**config.mk**
```make
export PLATFORM = sky130hd
export DESIGN_NAME = fm_discriminator_flat
export DESIGN_NICKNAME = d
export VERILOG_FILES = /design/src/rtl/fm_discriminator_if.sv /design/src/rtl/fm_discriminator.sv /design/src/flat_wrapper.sv
export SDC_FILE = /design/constraint.sdc
export NUM_CORES = 1
export LEC_CHECK = 0
export ABC_AREA = 1
export CORE_MARGIN = 4
export CORE_UTILIZATION = 67
export CTS_CLUSTER_SIZE = 10
export DETAILED_ROUTE_END_ITERATION = 10
export GPL_TIMING_DRIVEN = 0
export PLACE_DENSITY = 0.88
export SYNTH_ARGS = -nofsm -noshare
export SYNTH_HDL_FRONTEND = slang
export SYNTH_SLANG_ARGS = --single-unit
```
**constraint.sdc**
```tcl
create_clock -name clk -period 10.46 [get_ports clk]
set_input_delay 2.092 -clock clk [delete_from_list [all_inputs] [get_ports clk]]
set_output_delay 2.092 -clock clk [all_outputs]
set_load 0.05 [all_outputs]
```
**src/rtl/fm_discriminator_if.sv**
```systemverilog
// Avalon-ST style I/Q sink and phase-difference source for the FM discriminator.
interface fm_discriminator_if #(
  parameter int unsigned DATA_WIDTH = 16
);
  logic signed [DATA_WIDTH-1:0] ast_sink_i;
  logic signed [DATA_WIDTH-1:0] ast_sink_q;
  logic                         ast_sink_valid;
  logic [1:0]                   ast_sink_error;
  logic signed [DATA_WIDTH-1:0] ast_source_data;
  logic                         ast_source_valid;
  logic [1:0]                   ast_source_error;

  modport master (
    output ast_sink_i, ast_sink_q, ast_sink_valid, ast_sink_error,
    input  ast_source_data, ast_source_valid, ast_source_error
  );

  modport slave (
    input  ast_sink_i, ast_sink_q, ast_sink_valid, ast_sink_error,
    output ast_source_data, ast_source_valid, ast_source_error
  );
endinterface

```
**src/rtl/fm_discriminator.sv**
```systemverilog
// FM discriminator: iterative vectoring CORDIC for atan2(Q, I), then the
// modulo-2^16 difference from the previous sample's phase.
module fm_discriminator #(
  parameter int unsigned DATA_WIDTH = 16,
  parameter int unsigned ITERATIONS = 14
) (
  input logic              clk,
  input logic              reset_n,
  fm_discriminator_if.slave bus
);

  localparam int unsigned XW = DATA_WIDTH + 2;
  localparam int unsigned AW = 16;
  localparam int unsigned KW = 4;

  typedef enum logic [1:0] {
    IDLE,
    ROT,
    OUT
  } state_t;

  state_t                state_q, state_d;
  logic [KW-1:0]         k_q, k_d;
  logic signed [XW-1:0]  x_q, x_d;
  logic signed [XW-1:0]  y_q, y_d;
  logic [AW-1:0]         z_q, z_d;
  logic [AW-1:0]         prev_q, prev_d;
  logic                  overrun_q, overrun_d;
  logic [1:0]            err_acc_q, err_acc_d;
  logic signed [DATA_WIDTH-1:0] data_q, data_d;
  logic                  valid_q, valid_d;
  logic [1:0]            error_q, error_d;

  logic signed [XW-1:0]  x_shr_c;
  logic signed [XW-1:0]  y_shr_c;
  logic [AW-1:0]         atan_c;

  // atan(2^-k) with full scale 2^16 = 2*pi
  function automatic logic [AW-1:0] atan_lut(input logic [KW-1:0] k);
    logic [AW-1:0] a;
    case (k)
      4'd0:    a = 16'd8192;
      4'd1:    a = 16'd4836;
      4'd2:    a = 16'd2555;
      4'd3:    a = 16'd1297;
      4'd4:    a = 16'd651;
      4'd5:    a = 16'd326;
      4'd6:    a = 16'd163;
      4'd7:    a = 16'd81;
      4'd8:    a = 16'd41;
      4'd9:    a = 16'd20;
      4'd10:   a = 16'd10;
      4'd11:   a = 16'd5;
      4'd12:   a = 16'd3;
      4'd13:   a = 16'd1;
      default: a = 16'd0;
    endcase
    return a;
  endfunction

  assign x_shr_c = x_q >>> k_q;
  assign y_shr_c = y_q >>> k_q;
  assign atan_c  = atan_lut(k_q);

  // State and datapath registers
  always_ff @(posedge clk) begin
    if (!reset_n) begin
      state_q   <= IDLE;
      k_q       <= '0;
      x_q       <= '0;
      y_q       <= '0;
      z_q       <= '0;
      prev_q    <= '0;
      overrun_q <= 1'b0;
      err_acc_q <= '0;
      data_q    <= '0;
      valid_q   <= 1'b0;
      error_q   <= '0;
    end else begin
      state_q   <= state_d;
      k_q       <= k_d;
      x_q       <= x_d;
      y_q       <= y_d;
      z_q       <= z_d;
      prev_q    <= prev_d;
      overrun_q <= overrun_d;
      err_acc_q <= err_acc_d;
      data_q    <= data_d;
      valid_q   <= valid_d;
      error_q   <= error_d;
    end
  end

  // Next-state, CORDIC step and output logic
  always_comb begin
    state_d   = state_q;
    k_d       = k_q;
    x_d       = x_q;
    y_d       = y_q;
    z_d       = z_q;
    prev_d    = prev_q;
    overrun_d = overrun_q;
    err_acc_d = err_acc_q;
    data_d    = data_q;
    valid_d   = 1'b0;
    error_d   = error_q;

    case (state_q)
      IDLE: begin
        if (bus.ast_sink_valid) begin
          state_d   = ROT;
          k_d       = '0;
          err_acc_d = err_acc_q | bus.ast_sink_error;
          // Left half-plane is folded into the right by a pi pre-rotation
          if (bus.ast_sink_i[DATA_WIDTH-1]) begin
            x_d = -XW'(bus.ast_sink_i);
            y_d = -XW'(bus.ast_sink_q);
            z_d = 16'h8000;
          end else begin
            x_d = XW'(bus.ast_sink_i);
            y_d = XW'(bus.ast_sink_q);
            z_d = '0;
          end
        end
      end

      ROT: begin
        if (bus.ast_sink_valid) begin
          overrun_d = 1'b1;
        end
        if (!y_q[XW-1]) begin
          x_d = x_q + y_shr_c;
          y_d = y_q - x_shr_c;
          z_d = z_q + atan_c;
        end else begin
          x_d = x_q - y_shr_c;
          y_d = y_q + x_shr_c;
          z_d = z_q - atan_c;
        end
        k_d = k_q + KW'(1);
        if (k_q == KW'(ITERATIONS - 1)) begin
          state_d = OUT;
        end
      end

      OUT: begin
        // Modulo-2^16 subtraction performs the phase unwrap
        data_d    = DATA_WIDTH'(z_q - prev_q);
        prev_d    = z_q;
        valid_d   = 1'b1;
        error_d   = {|err_acc_q, overrun_q};
        err_acc_d = '0;
        overrun_d = bus.ast_sink_valid;
        state_d   = IDLE;
      end

      default: state_d = IDLE;
    endcase
  end

  assign bus.ast_source_data  = data_q;
  assign bus.ast_source_valid = valid_q;
  assign bus.ast_source_error = error_q;

endmodule

```
**src/flat_wrapper.sv**
```systemverilog
// flat-port wrapper written by rule: the top's interface ports become plain ports
module fm_discriminator_flat 
#(
  parameter int unsigned DATA_WIDTH = 16,
  parameter int unsigned ITERATIONS = 14
)
  (clk, reset_n, bus_ast_sink_i, bus_ast_sink_q, bus_ast_sink_valid, bus_ast_sink_error, bus_ast_source_data, bus_ast_source_valid, bus_ast_source_error);
  fm_discriminator_if #(.DATA_WIDTH(DATA_WIDTH)) bus_i ();
  input logic clk;
  input logic reset_n;
  input wire logic [$bits(bus_i.ast_sink_i)-1:0] bus_ast_sink_i;
  input wire logic [$bits(bus_i.ast_sink_q)-1:0] bus_ast_sink_q;
  input wire logic [$bits(bus_i.ast_sink_valid)-1:0] bus_ast_sink_valid;
  input wire logic [$bits(bus_i.ast_sink_error)-1:0] bus_ast_sink_error;
  output wire logic [$bits(bus_i.ast_source_data)-1:0] bus_ast_source_data;
  output wire logic [$bits(bus_i.ast_source_valid)-1:0] bus_ast_source_valid;
  output wire logic [$bits(bus_i.ast_source_error)-1:0] bus_ast_source_error;
  assign bus_i.ast_sink_i = bus_ast_sink_i;
  assign bus_i.ast_sink_q = bus_ast_sink_q;
  assign bus_i.ast_sink_valid = bus_ast_sink_valid;
  assign bus_i.ast_sink_error = bus_ast_sink_error;
  assign bus_ast_source_data = bus_i.ast_source_data;
  assign bus_ast_source_valid = bus_i.ast_source_valid;
  assign bus_ast_source_error = bus_i.ast_source_error;
  fm_discriminator #(.DATA_WIDTH(DATA_WIDTH), .ITERATIONS(ITERATIONS)) u_core (.clk(clk), .reset_n(reset_n), .bus(bus_i));
endmodule
```
-- Word level (Yosys, flattened, before mapping)
Memories as Yosys holds them, arrays and structs flattened. A register that Yosys moved wholly into a read port is not among the register bits.
Cells that the tools add are included.
- bits in registers: 96
- ROM bits: 224
- input bits: 37
- output and inout bits: 19
- logic and storage cells: 64
- memories: 1
- $add $sub $neg: 10
- eq/ne operators: 6
- shifts and indexed selects: 2
- multiplexer cells: 24
- bitwise operators: 1
- reductions and logical operators: 9
- memories (memory ; depth ; bits a word ; read ports ; clocked after memory_dff ; write ports ; RTL line ; text):
    (name not given) ; 16 ; 14 ; 1 ; 1 ; 0 ; fm_discriminator.sv:41 ; case (k)
- operators by type and width (kind ; count):
    18-bit two-way mux ; 6
    18-bit one-hot mux with 2 select lines ; 2
    16-bit two-way mux ; 3
    18-bit adder ; 2
    16-bit negation with 18-bit output ; 2
    18-bit by 4-bit >>> shifter with 18-bit output ; 2
    18-bit subtractor ; 2
    16-bit one-hot mux with 2 select lines ; 1
    16-bit subtractor ; 2
    16-bit adder ; 1
    4-bit two-way mux ; 3
    2-bit one-hot mux with 2 select lines ; 2
    4-bit one-hot mux with 2 select lines ; 1
    2-bit AND reduction ; 4
    2-bit two-way mux ; 3
    2-bit nonzero test ; 3
    4-bit by 1-bit adder with 4-bit output (second input constant) ; 1
    4-bit == test (second input constant) ; 1
    2-bit != test (second input constant) ; 2
    2-bit by 1-bit == test with 1-bit output (second input constant) ; 1
    2-bit == test (second input constant) ; 1
    2-bit zero test ; 1
    1-bit two-way mux ; 2
    2-bit by 1-bit != test with 1-bit output (second input constant) ; 1
    other kinds (3) ; 3

-- Logic depth before layout (Yosys ltp)
- depth after elaboration: 5
- mapped depth: 31
- depth with buffers taken out: 29

-- Worst setup path after synthesis
OpenSTA, ideal clock, no wires.
- kind: in2reg
- start: input port bus_ast_sink_valid
- end: register, netlist name u_core.atan_c[5]
- setup time: 0.122 ns
- arrival time: 3.815 ns
- data required time: 10.338 ns
- path slack: 6.523 ns
- stages on the path: 9
- path buffers: 0
- cells stage by stage: nand2_1 > inv_1 > nor2_1 > inv_1 > a21oi_1 > inv_1 > ha_1 > o21ai_1 > o21ai_0
- longest elaborated chain between the ends: 4
- ends and longest elaborated chain (item ; RTL line ; text):
    start, declared ; flat_wrapper.sv:13 ; input wire logic [$bits(bus_i.ast_sink_valid)-1:0] bus_ast_sink_valid;
    2-bit != test (no line) ; - ;
    2-bit AND reduction (no line) ; - ;
    4-bit two-way mux (no line) (2 in series) ; - ;
Every way passes these cells.
A chain may end at the register's enable or synchronous reset.

-- Worst setup path after layout
- start: input port bus_ast_sink_valid
- end: register, netlist name u_core.atan_c[0]
- longest elaborated chain between the ends: 4
- ends and longest elaborated chain (item):
    2-bit != test (no line)
    2-bit AND reduction (no line)
    4-bit two-way mux (no line) (2 in series)
Every way passes these cells.

==> impl_metrics.json <==
{
  "routedWlPerCell_um": 18.59,
  "rows": 45,
  "ff2ff_path_depth": 29,
  "hold_viol": 0,
  "die_w_um": 132.7,
  "rsz0062_at_grt": "false",
  "cap_violations": 0,
  "p_leak_nw": 5.463,
  "synth_edf_count": 0,
  "vias_per_cell": 6.341,
  "overflow": 0,
  "most-common-layout-cells": "nand2_1 (398), inv_1 (182), nand3_1 (171)",
  "antenna_found_initial": 0,
  "maxSlewHeadroom_pct": 28.74,
  "synth.cell_area_mm2": 0.01041,
  "crit_type": "input port to flip-flop",
  "min_period_ns": 5.255,
  "nets": 1878,
  "globalplace.congestion": 1.010,
  "ys.flop_type": "dfxtp_1",
  "cp-start-kind": "input port",
  "ys_ff_latch": 110,
  "drt_iter0_drc": 1566,
  "fmax_ghz": 0.1903,
  "root_buffer": "clkbuf_16",
  "cts_buffers": 9,
  "skew_ns": 0.007278,
  "syn_avg_cell_area_um2": 6.144,
  "pwr-share-seq_pct": 24.6,
  "place_hpwl_um": 28260,
  "critPathMaxFanout": 8,
  "initial_core_util_pct": 68.50,
  "fin_cells": 1953,
  "cp-end-kind": "flip-flop",
  "place.port_buffers": 55,
  "p_int_mw": 1.035,
  "drive_gt1_share_pct": 5.042,
  "dieHeight_um": 132.7,
  "async_reset_ff_share_pct": 0,
  "grt_pass1_vias": 11620,
  "clockPowerShare_pct": 16.9,
  "critPathArrivalTime_ns": 5.52,
  "swShare_pct": 49.41,
  "ys_seq_area_share_pct": 21.15,
  "postCtsSetupBuffers": 0,
  "slew_viol_final": 0,
  "path_depth": 11,
  "placedCellCount": 1938,
  "setup_violations": 0,
  "synth_cell_types": 54,
  "htree_levels": 3,
  "mostFrequentLayoutCell": "nand2_1",
  "synth_nets": 1812,
  "core_mm2": 0.01520,
  "slowest_delay_ns": 0.85,
  "area_delta_synth_final_pct": 10.26,
  "timing.hold.worst_path_depth": 2,
  "power_density_mw_per_mm2": 178.2,
  "cts.reportedPaths.clkPinSlew_ns": 0.08,
  "grt_util_all_layers_pct": 40.09,
  "fin_tns_setup_ns": 0,
  "tightest_slew_ns": 1.069,
  "insertion_delay_ns": 0.37,
  "path_cells": "clkdlybuf4s50_1, nand2_1, inv_1, nor2_1, inv_1, a21oi_1, inv_1, ha_1, o21ai_0, nand2_1, o311ai_1",
  "route.vias.total": 12384,
  "cts_tree": "yes",
  "status": "finished, final reports clean",
  "hold_buffers": 0,
  "synth_cells": 1695,
  "final_antenna_net_count": 0,
  "ios": 56,
  "crit_buf_inv": 4,
  "insertedDiodeCount": 0,
  "ys.warnings.count": 0,
  "drtPass1Iterations": 7,
  "grt_start_max_net_pins": 20,
  "post-route-period-util_pct": 50.24,
  "clkSinkCount": 110,
  "cp_top_family": "compound AO/OA/AOI/OAI gates",
  "hold_class": "flip-flop to flip-flop",
  "cp_common_cell": "inv_1",
  "cp.required_ns": 10.72,
  "totalWireLength_um": 36310,
  "p_comb_share_pct": 58.5,
  "drc": 0,
  "p_switching_mw": 1.011,
  "dieArea_mm2": 0.01760,
  "grt_pass1_wl_um": 57160,
  "worst_path_max_delay_cell": "a21oi_1",
  "postCtsResizedCells": 0,
  "cts_max_path_buffers": 2,
  "peakVddDrop_uv": 154.3
}
==> logic make-up after synthesis <==
| kind of cell | share of synthesized area, % |
|---|---|
| and+or+nand+nor | 31.27 |
| DFF | 21.15 |
| xor gates and xnor gates | 5.383 |
| adders and majority gates | 9.900 |
| buffers and inverters | 10.22 |
| AOI/OAI and AO/OA | 22.07 |
==> worst paths after layout <==
kind	startpoint	end	slack, ns
max	bus_ast_sink_valid	u_core.atan_c[0]$_DFF_P_	5.21
min	u_core.x_q[0]$_SDFFE_PN0P_	u_core.x_q[0]$_SDFFE_PN0P_	0.49
max reg2reg	u_core.k_q[0]$_SDFFE_PN0P_	u_core.y_q[17]$_SDFFE_PN0P_	5.90
min reg2reg	u_core.x_q[0]$_SDFFE_PN0P_	u_core.x_q[0]$_SDFFE_PN0P_	0.49
==> power by group through the flow <==
stage | sequential [mW] | clock [mW] | combinational, mW
after detailed placement | 0.508 | 0 | 1.15
after CTS | 0.499 | 0.342 | 1.16
after global routing | 0.504 | 0.359 | 1.32
final | 0.502 | 0.347 | 1.20
after global placement | 0.508 | 0 | 1.12
after floorplan | 0.488 | 0 | 0.878
==> final cells by class <==
class	count	area (um2)
Inverter	193	732.0
Clock buffer	9	225.2
Fill cell	1291	3720
Timing Repair Buffer	55	550.5
Multi-Input combinational cell	1325	7147
Sequential cell	110	2202
Clock inverter	6	57.56
Tap cell	188	235.2
Buffer	67	332.8
==> tightest hold or removal path, cell delays in order, from the launching register on <==
cell and delay, ns:
dfxtp_1 0.31, inv_1 0.08, a21oi_1 0.06
==> routing by layer <==
| layer | vias to the layer above | track usage [%] | part of all wire (%) |
|---|---|---|---|
| met5 | - | 0 | 0 |
| met4 | 0 | 26.15 | 7.4 |
| met3 | 202 | 7.643 | 9.6 |
| met2 | 782 | 68.75 | 47 |
| met1 | 5589 | 45.49 | 36 |
| li1 | 5811 | - | - |
==> Yosys cell counts, types with 3 or more instances <==
library cell / number / share of area [%]
o31ai_1: 9 / 0.65
xor2_1: 46 / 3.9
nor2_1: 140 / 5.0
buf_6: 4 / 0.43
or2_2: 9 / 0.54
o21ai_1: 9 / 0.43
o22ai_1: 9 / 0.54
ha_1: 76 / 9.1
nor3_1: 16 / 0.77
dfxtp_1: 110 / 21
o211ai_1: 19 / 1.4
buf_2: 14 / 0.67
a21oi_1: 155 / 7.4
buf_4: 6 / 0.43
fa_1: 4 / 0.77
o221ai_1: 3 / 0.25
a311oi_1: 3 / 0.25
o311ai_0: 3 / 0.25
a21o_1: 5 / 0.36
clkbuf_1: 31 / 1.1
buf_1: 11 / 0.40
nand2_1: 398 / 14
a221oi_1: 3 / 0.25
a31oi_1: 16 / 0.96
xnor2_1: 18 / 1.5
o21ai_0: 160 / 7.7
inv_1: 182 / 6.6
nand3b_1: 4 / 0.29
nor2_2: 10 / 0.60
nand3_1: 171 / 8.2
nor4_1: 3 / 0.18
nand2_2: 9 / 0.54
inv_2: 7 / 0.25
nand4_1: 5 / 0.30
==> flip-flops by register name (all words and copies together), names as in the netlist <==
signal,cells
u_core.z_q,16
u_core.err_acc_q,2
u_core.bus.ast_source_error,2
u_core.atan_c,14
u_core.k_q,4
u_core.y_q,18
u_core.x_q,18
u_core.prev_q,16
u_core.overrun_q,1
u_core.bus.ast_source_data,16
u_core.state_q,2
u_core.bus.ast_source_valid,1
==> through the flow <==
stage	worst slack (ns)	hold slack, ns	utilization, %	power, mW	instance area (um2)
after global placement	5.054	0.4535	73.67	1.630	11200
final	5.205	0.4940	75.53	2.046	11480
after floorplan	6.523	0.4353	-	1.365	10410
after CTS	5.333	0.4898	75.53	2.001	11480
after detailed placement	4.985	0.4769	73.67	1.654	11200
after global routing	5.037	0.5088	75.53	2.188	11480
Note: power is estimated with default switching activity, not from simulation.
